<file path="src/rtl/bcd_serial_adder.sv">
// -----------------------------------------------------------------------------
// bcd_serial_adder
//
// Multi-digit BCD adder that processes one digit pair per clock, least
// significant digit first, through a single one-digit add/correct slice.
// Operands are captured on an accepted start; the result is held stable
// after done until the next accepted start. Operand digits above 9 raise
// error (board LEDR convention); the arithmetic still runs on them.
//
// Optional feature (macro BCD_SAT_EN):
//   defined   - on a final decimal carry, sum saturates to all 9s, cout=1.
//   undefined - sum wraps modulo 10^DIGITS, cout reports the overflow.
//
// Parameters:
//   DIGITS     number of BCD digits per operand (>=1)
//
// Ports:
//   clock      in   1          system clock, rising edge
//   reset      in   1          asynchronous, active-high reset
//   start      in   1          operation request, sampled only in IDLE
//   a, b       in   4*DIGITS   packed BCD operands, digit 0 in [3:0]
//   cin        in   1          carry into digit 0
//   busy       out  1          high while digits are being processed
//   done       out  1          one-cycle pulse when sum/cout are valid
//   sum        out  4*DIGITS   packed BCD result
//   cout       out  1          decimal carry out of the top digit
//   error      out  1          a captured operand digit was > 9
//   state_dbg  out  2          current FSM state (0=IDLE, 1=ADD, 2=FIN)
//
// Handshake: start is a level request, accepted on any rising edge where
// the FSM is in IDLE; it is ignored in ADD and FIN. done pulses for exactly
// one cycle and sum/cout/error then hold until the next accepted start.
// -----------------------------------------------------------------------------
module bcd_serial_adder #(
  parameter int DIGITS = 4
) (
  input  logic                  clock,
  input  logic                  reset,
  input  logic                  start,
  input  logic [4*DIGITS-1:0]   a,
  input  logic [4*DIGITS-1:0]   b,
  input  logic                  cin,
  output logic                  busy,
  output logic                  done,
  output logic [4*DIGITS-1:0]   sum,
  output logic                  cout,
  output logic                  error,
  output logic [1:0]            state_dbg
);

  localparam int W  = 4 * DIGITS;
  localparam int IW = (DIGITS > 1) ? $clog2(DIGITS) : 1;
  localparam logic [IW-1:0] LAST_IDX = IW'(DIGITS - 1);

  typedef enum logic [1:0] {
    IDLE = 2'd0,
    ADD  = 2'd1,
    FIN  = 2'd2
  } state_t;

  state_t          state_q, state_n;
  logic [W-1:0]    a_q, a_n;
  logic [W-1:0]    b_q, b_n;
  logic            carry_q, carry_n;
  logic [IW-1:0]   idx_q, idx_n;
  logic [W-1:0]    sum_q, sum_n;
  logic            cout_q, cout_n;
  logic            error_q, error_n;

  // One-digit BCD slice. The operand registers are shifted right by a digit
  // each ADD cycle, so the current digit pair always sits in bits [3:0].
  logic [4:0]      slice_t;
  logic [3:0]      slice_digit;
  logic            slice_carry;

  function automatic logic any_invalid(input logic [W-1:0] v);
    logic r;
    r = 1'b0;
    for (int d = 0; d < DIGITS; d++) begin
      if (v[4*d +: 4] > 4'd9) r = 1'b1;
    end
    return r;
  endfunction

  always_comb begin
    slice_t     = 5'(a_q[3:0]) + 5'(b_q[3:0]) + 5'(carry_q);
    slice_digit = slice_t[3:0];
    slice_carry = 1'b0;
    if (slice_t > 5'd9) begin
      // Adding 6 skips the six unused codes; only the low nibble is kept.
      slice_digit = slice_t[3:0] + 4'd6;
      slice_carry = 1'b1;
    end
  end

  always_comb begin
    state_n = state_q;
    a_n     = a_q;
    b_n     = b_q;
    carry_n = carry_q;
    idx_n   = idx_q;
    sum_n   = sum_q;
    cout_n  = cout_q;
    error_n = error_q;

    case (state_q)
      IDLE: begin
        if (start) begin
          state_n = ADD;
          a_n     = a;
          b_n     = b;
          carry_n = cin;
          idx_n   = '0;
          sum_n   = '0;
          error_n = any_invalid(a) | any_invalid(b);
        end
      end

      ADD: begin
        for (int d = 0; d < DIGITS; d++) begin
          if (idx_q == IW'(d)) sum_n[4*d +: 4] = slice_digit;
        end
        a_n     = a_q >> 4;
        b_n     = b_q >> 4;
        carry_n = slice_carry;
        idx_n   = idx_q + 1'b1;
        if (idx_q == LAST_IDX) begin
          state_n = FIN;
          idx_n   = '0;
          cout_n  = slice_carry;
`ifdef BCD_SAT_EN
          if (slice_carry) sum_n = {DIGITS{4'h9}};
`endif
        end
      end

      FIN: begin
        state_n = IDLE;
      end

      default: begin
        state_n = IDLE;
      end
    endcase
  end

  always_ff @(posedge clock or posedge reset) begin
    if (reset) begin
      state_q <= IDLE;
      a_q     <= '0;
      b_q     <= '0;
      carry_q <= 1'b0;
      idx_q   <= '0;
      sum_q   <= '0;
      cout_q  <= 1'b0;
      error_q <= 1'b0;
    end else begin
      state_q <= state_n;
      a_q     <= a_n;
      b_q     <= b_n;
      carry_q <= carry_n;
      idx_q   <= idx_n;
      sum_q   <= sum_n;
      cout_q  <= cout_n;
      error_q <= error_n;
    end
  end

  // busy/done decode straight from the state register, so reset drops them
  // immediately together with the state.
  assign busy      = (state_q == ADD);
  assign done      = (state_q == FIN);
  assign sum       = sum_q;
  assign cout      = cout_q;
  assign error     = error_q;
  assign state_dbg = state_q;

endmodule

</file>
<file path="config.mk">
export PLATFORM = sky130hd
export DESIGN_NAME = bcd_serial_adder
export DESIGN_NICKNAME = d
export VERILOG_FILES = /design/src/rtl/bcd_serial_adder.sv
export SDC_FILE = /design/constraint.sdc
export NUM_CORES = 1
export LEC_CHECK = 0
export ABC_AREA = 0
export CORE_AREA = 2 2 75 91
export DETAILED_ROUTE_END_ITERATION = 6
export DIE_AREA = 0 0 77 93
export GPL_TIMING_DRIVEN = 0
export MAX_ROUTING_LAYER = met4
export PLACE_DENSITY = 0.69
export SYNTH_ARGS = -nofsm -noshare
export SYNTH_HDL_FRONTEND = slang
export SYNTH_SLANG_ARGS = --single-unit
export TNS_END_PERCENT = 1
</file>
<file path="constraint.sdc">
create_clock -name clock -period 4.15 [get_ports clock]
set_clock_uncertainty 0.05 [all_clocks]
set_input_delay 0.6225 -clock clock [delete_from_list [all_inputs] [get_ports clock]]
set_output_delay 0.6225 -clock clock [all_outputs]
set_load 0.01 [all_outputs]
</file>
# Word level (Yosys, flattened, before mapping)
# Cells that the tools add are included.
[totals] in_bits=36 output_inout_bits=22 word_cells=78 register_bits=55
[op_classes] n_lt_le_gt_ge=9 n_eq_ne=10 add_sub_neg=4 n_mux=32 reduce_logical=11 bitwise_logic=1
[op_table] cell="$pmux 16 s2" n=3
[op_table] cell="$mux 16" n=3
[op_table] cell="$gt 4x4->1 const B" n=8
[op_table] cell="$mux 4" n=5
[op_table] cell="$mux 1" n=14
[op_table] cell="$reduce_and 3->1" n=4
[op_table] cell="$mux 2" n=4
[op_table] cell="$ne 2x1->1 const B" n=4
[op_table] cell="$pmux 2 s2" n=2
[op_table] cell="$reduce_and 2->1" n=4
[op_table] cell="$eq 2x2->1 const B" n=3
[op_table] cell="$add 4x4->5" n=1
[op_table] cell="$add 5x1->5" n=1
[op_table] cell="$gt 5x4->1 const B" n=1
[op_table] cell="$add 4x3->4 const B" n=1
[op_table] cell="$eq 2x1->1 const B" n=2
[op_table] cell="$logic_not 2->1" n=2
[op_table] cell="$add 2x1->2 const B" n=1
[op_table] cell="$ne 2x2->1 const B" n=1
[op_table] cell="$pmux 1 s2" n=1
[op_table] cell="$reduce_bool 2->1" n=1
[op_table] cell="$or 1x1->1" n=1

# Longest topological paths before layout
[logic_depth] ltp_word=8 mapped_depth=10 mapped_depth_nobuf=10

# Worst setup path before layout
# No wires, ideal clock.
[synth_path] path_kind="register to register" from="register a_q[0]" to="register sum_q[1] (netlist: sum[1])" synth_period_minus_slack_ns=2.807 path_slack_ns=1.343 path_buffers=0 path_stages_with_launch=9 setup_time_ns=0.066 t_arrival_ns=2.692 required_time_ns=4.034 cell_sequence="dfrtp_1 > fa_1 > fa_1 > xor2_1 > inv_1 > ha_1 > o41a_2 > o2111ai_2 > a32o_2"
[synth_via] elab_chain_len=6 word_cells_on_any_way=7 classes_between="add/sub (3); order compare (1); mux (3)"
[synth_rtl] item="from (decl)" line="62" text="logic [W-1:0] a_q, a_n;"
[synth_rtl] item="from (signal assigned)" line="159" text="a_q <= a_n;"
[synth_rtl] item="$add 4x4->5 *" line="86" text="slice_t = 5'(a_q[3:0]) + 5'(b_q[3:0]) + 5'(carry_q);"
[synth_rtl] item="$add 5x1->5 *" line="86"
[synth_rtl] item="$add 4x3->4 or $gt 5x4->1 (tied branches)" line="91, 89"
[synth_rtl] item="$mux 4 *" line="89" text="if (slice_t > 5'd9) begin"
[synth_rtl] item="$mux 4 *" line="121" text="if (idx_q == IW'(d)) sum_n[4*d +: 4] = slice_digit;"
[synth_rtl] item="$pmux 16 s2 *" line="106" text="case (state_q)"
[synth_rtl] item="to (signal assigned)" line="163" text="sum_q <= sum_n;"
[synth_rtl] item="to (decl)" line="66" text="logic [W-1:0] sum_q, sum_n;"
# Mark *: on every way between the ends. The rest lies on a longest branch, timed or not. The select of a mux whose other input is x is not followed.
# A chain may end at the register's enable or synchronous reset.

# Worst setup path in the final report
[layout_path] from="register b_q[0]" to="register sum_q[1] (netlist: sum[1])"
[layout_via] elab_chain_len=6 word_cells_on_any_way=7 classes_between="add/sub (3); order compare (1); mux (3)"
[layout_rtl] item="from (decl)" line="63" text="logic [W-1:0] b_q, b_n;"
[layout_rtl] item="from (signal assigned)" line="160" text="b_q <= b_n;"
[layout_rtl] item="$add 4x4->5 *" line="86"
[layout_rtl] item="$add 5x1->5 *" line="86"
[layout_rtl] item="$add 4x3->4 or $gt 5x4->1 (tied branches)" line="91, 89"
[layout_rtl] item="$mux 4 *" line="89"
[layout_rtl] item="$mux 4 *" line="121"
[layout_rtl] item="$pmux 16 s2 *" line="106"
# Marks and branches as above.

==> metrics.md <==
| Metric | Value |
|---|---|
| Status | `finished clean` |
| Hold Crit Depth | `2` |
| Crit path max fanout | `4` |
| CTS tree | `yes` |
| Routed wire per std cell | `15.52 µm` |
| IO Port Bufs | `57` |
| Vias in the first global route | `2210` |
| Synth warn | `0` |
| Setup Viol. Count Final | `0` |
| Total power | `2.969 mW` |
| Worst-path clk slew | `0.11 ns` |
| Antenna violations before repair | `0` |
| Clk Latency, worst-skew pair | `0.31 ns` |
| H-tree levels | `2` |
| Antenna Nets Post-Route | `0` |
| Worst R2R End | `sum[1]$_DFFE_PP0P_` |
| Vias | `2162` |
| Max_slew headroom | `59.26%` |
| Crit path DAT | `3.32 ns` |
| Setup TNS | `0 ns` |
| #FFs+latches synth | `55` |
| WHS Endpoint | `cout$_DFFE_PP0P_` |
| Top cells by area, synth | `dfrtp_1 51%, o21ai_0 7.8%, mux2i_1 7.5%` |
| Worst hold start | `cout$_DFFE_PP0P_` |
| Layout cells sized above 1 | `8.176%` |
| Die width | `77 µm` |
| Max-Cap Viols | `0` |
| Pwr Density | `855.4 mW/mm²` |
| Synth cell types | `42` |
| CP top delay family | `adder cells` |
| Root Driver | `clkbuf_8` |
| Largest net degree at the start of global routing | `34` |
| Routability-driven placement congestion ratio | `0.8108` |
| Net count, final | `363` |
| Critical path class | `reg2reg` |
| Hold Buf Count CTS | `0` |
| Post-DR vias/cell | `5.365` |
| Crit-path most repeated cell | `fa_1` |
| Area leader, netlist | `dfrtp_1` |
| Final Instance Count excl. Fillers | `403` |
| Core Box Area | `0.006326 mm²` |
| Crit path depth | `8` |
| Final worst path period need | `3.109 ns` |
| Final wirelength | `6253 µm` |
| Primary FF master, synth | `dfrtp_1` |
| Die height | `93 µm` |
| Synthesis-to-layout area growth | `29.20%` |
| Avg Inst Size Synth | `10.66 µm²` |
| # IOs | `58` |
| Sequential share of the synthesized area | `51.23%` |
| Min-Delay Path Class | `reg2reg` |
| Initial DRC count | `131` |
| Highest Clock Rate | `321.7 MHz` |
| Starting Density | `42.46%` |
| Total setup buffers inserted after CTS | `0` |
| WP buf/inv | `1` |
| First-pass GRT wire length | `10650 µm` |
| Worst r2r src | `b_q[0]$_DFFE_PP0P_` |
| Max incr delay on CP | `0.49 ns` |
| Final Slew Violations | `0` |
| GRT overflow | `0` |
| Final WS setup | `1.041 ns` |
| R2R Setup Slk | `1.04 ns` |
| Pre-CTS setup slack | `1.081 ns` |
| Most frequent cell after synthesis | `dfrtp_1` |
| DR pass1 iterations | `4` |
| Top post-synthesis cells by count | `55 x dfrtp_1, 42 x o21ai_0, 32 x nand2_1` |
| Syn nets | `298` |
| RSZ-0062 raised after global routing | `no` |
| Worst-path cell chain | `fa_1 > fa_1 > xor2_1 > inv_1 > ha_1 > o41a_2 > o2111ai_2 > a32o_2` |
| Cts bufs inserted | `5` |
| Gr usage total | `19.35%` |
| Diode count | `0` |
| Final hold vios | `0` |
| VDD IR-drop max | `544.7 µV` |
| DRC | `0` |
| Static leakage | `1.527 nW` |
| Slew @ Worst Pin | `0.6098 ns` |
| Crit path required time | `4.36 ns` |
| Synth async-reset ratio | `100.0%` |
| Slowest-stage cell, CP | `o41a_2` |
| CTS Buffer Depth | `2` |
| Share of the synthesized area in the top cell type | `51.23%` |
| Mapped cell area | `0.002686 mm²` |
| Clock net sink count | `55` |
| Post-CTS sizing | `0` |
| HPWL Detailed | `4857 µm` |
| # rows | `32` |
| CP Launch Type | `flop` |
| Placed Cells | `395` |
| Crit share post-route | `74.91%` |
| Post-synth EDFFs | `0` |
| Worst setup EP type | `flop` |
| Fillers | `609` |
| Worst R2R Path Depth | `8` |
| Die area | `0.007161 mm²` |
| Cells after Synth | `252` |
worst max path at each step:
stage | to | slack, ns | startpoint
4_1_cts | sum[1]$_DFFE_PP0P_ | 1.04 | b_q[0]$_DFFE_PP0P_
2_1_floorplan | sum[1]$_DFFE_PP0P_ | 1.34 | a_q[0]$_DFFE_PP0P_
6_report | sum[1]$_DFFE_PP0P_ | 1.04 | b_q[0]$_DFFE_PP0P_
3_5_place_dp | sum[1]$_DFFE_PP0P_ | 1.08 | b_q[0]$_DFFE_PP0P_
5_1_grt | sum[6]$_DFFE_PP0P_ | 0.80 | a_q[0]$_DFFE_PP0P_
3_3_place_gp | sum[1]$_DFFE_PP0P_ | 1.07 | b_q[0]$_DFFE_PP0P_
where the power goes:
group / total [mW] / internal [mW] / switching, mW
registers: 0.903 / 0.763 / 0.140
logic: 1.76 / 0.795 / 0.966
clock network: 0.305 / 0.120 / 0.185
layer usage:
layer | global-route usage (%) | share of wire (%)
met1 | 23.87 | 43
met2 | 33.33 | 51
met3 | 3.089 | 4.0
met4 | 5.357 | 1.5
met5 | - | 0
stage by stage:
step / util, % / hold WS [ns] / instance area (µm²)
2_1_floorplan: - / 0.3992 / 2686
3_3_place_gp: 53.16 / 0.4114 / 3363
3_5_place_dp: 53.48 / 0.4196 / 3383
4_1_cts: 54.87 / 0.4424 / 3471
5_1_grt: 54.87 / 0.4823 / 3471
6_report: 54.87 / 0.4383 / 3471
flip-flops by register name, indices dropped and copies added, names as in the netlist:
name,count
a_q,16
b_q,16
carry_q,1
cout,1
error,1
idx_q,2
state_dbg,2
sum,16
worst register-to-register path, stage by stage, from the launching register on:
cell and delay (ns):
dfrtp_1 0.44, fa_1 0.45, fa_1 0.43, xor2_1 0.30, inv_1 0.12, ha_1 0.27, o41a_2 0.49, o2111ai_2 0.29
a32o_2 0.22
cells by family after synthesis:
logic type | after synthesis | share of synthesized area, %
mux | 21 | 7.871
compound gates | 87 | 21.80
xor+xnor | 1 | 0.3261
simple gates | 57 | 10.15
fa+ha+maj | 10 | 5.217
buf+inv | 21 | 3.400
flops | 55 | 51.23
layout by cell type, fill, tap and decap left out, types with 2 or more instances in the layout:
cell	count
dfrtp_1	55
nor3_1	4
o21ai_0	42
a22o_1	12
a32o_1	3
a22oi_1	5
clkinv_2	2
nor2b_1	4
nand4_1	2
inv_2	2
nand2_1	32
fa_1	2
nand3_1	5
clkdlybuf4s50_1	57
o31ai_1	2
clkbuf_8	5
a21oi_1	5
ha_1	8
nand2b_1	4
buf_2	4
mux2i_1	20
inv_1	6
a31oi_1	3
o22ai_1	2
clkbuf_1	8
a32o_2	3
cell type report:
type	instances	area, µm²	area share, %
buffer	13	61.31	1.766
multi-input combinational	176	1219	35.11
inverter	8	30.03	0.8652
timing repair buffer	58	590.6	17.02
sequential	55	1376	39.65
clock buffer	5	68.82	1.983
tap	85	106.4	3.064
clock inverter	3	18.77	0.5407
Note: power is estimated with default switching activity, not from simulation.
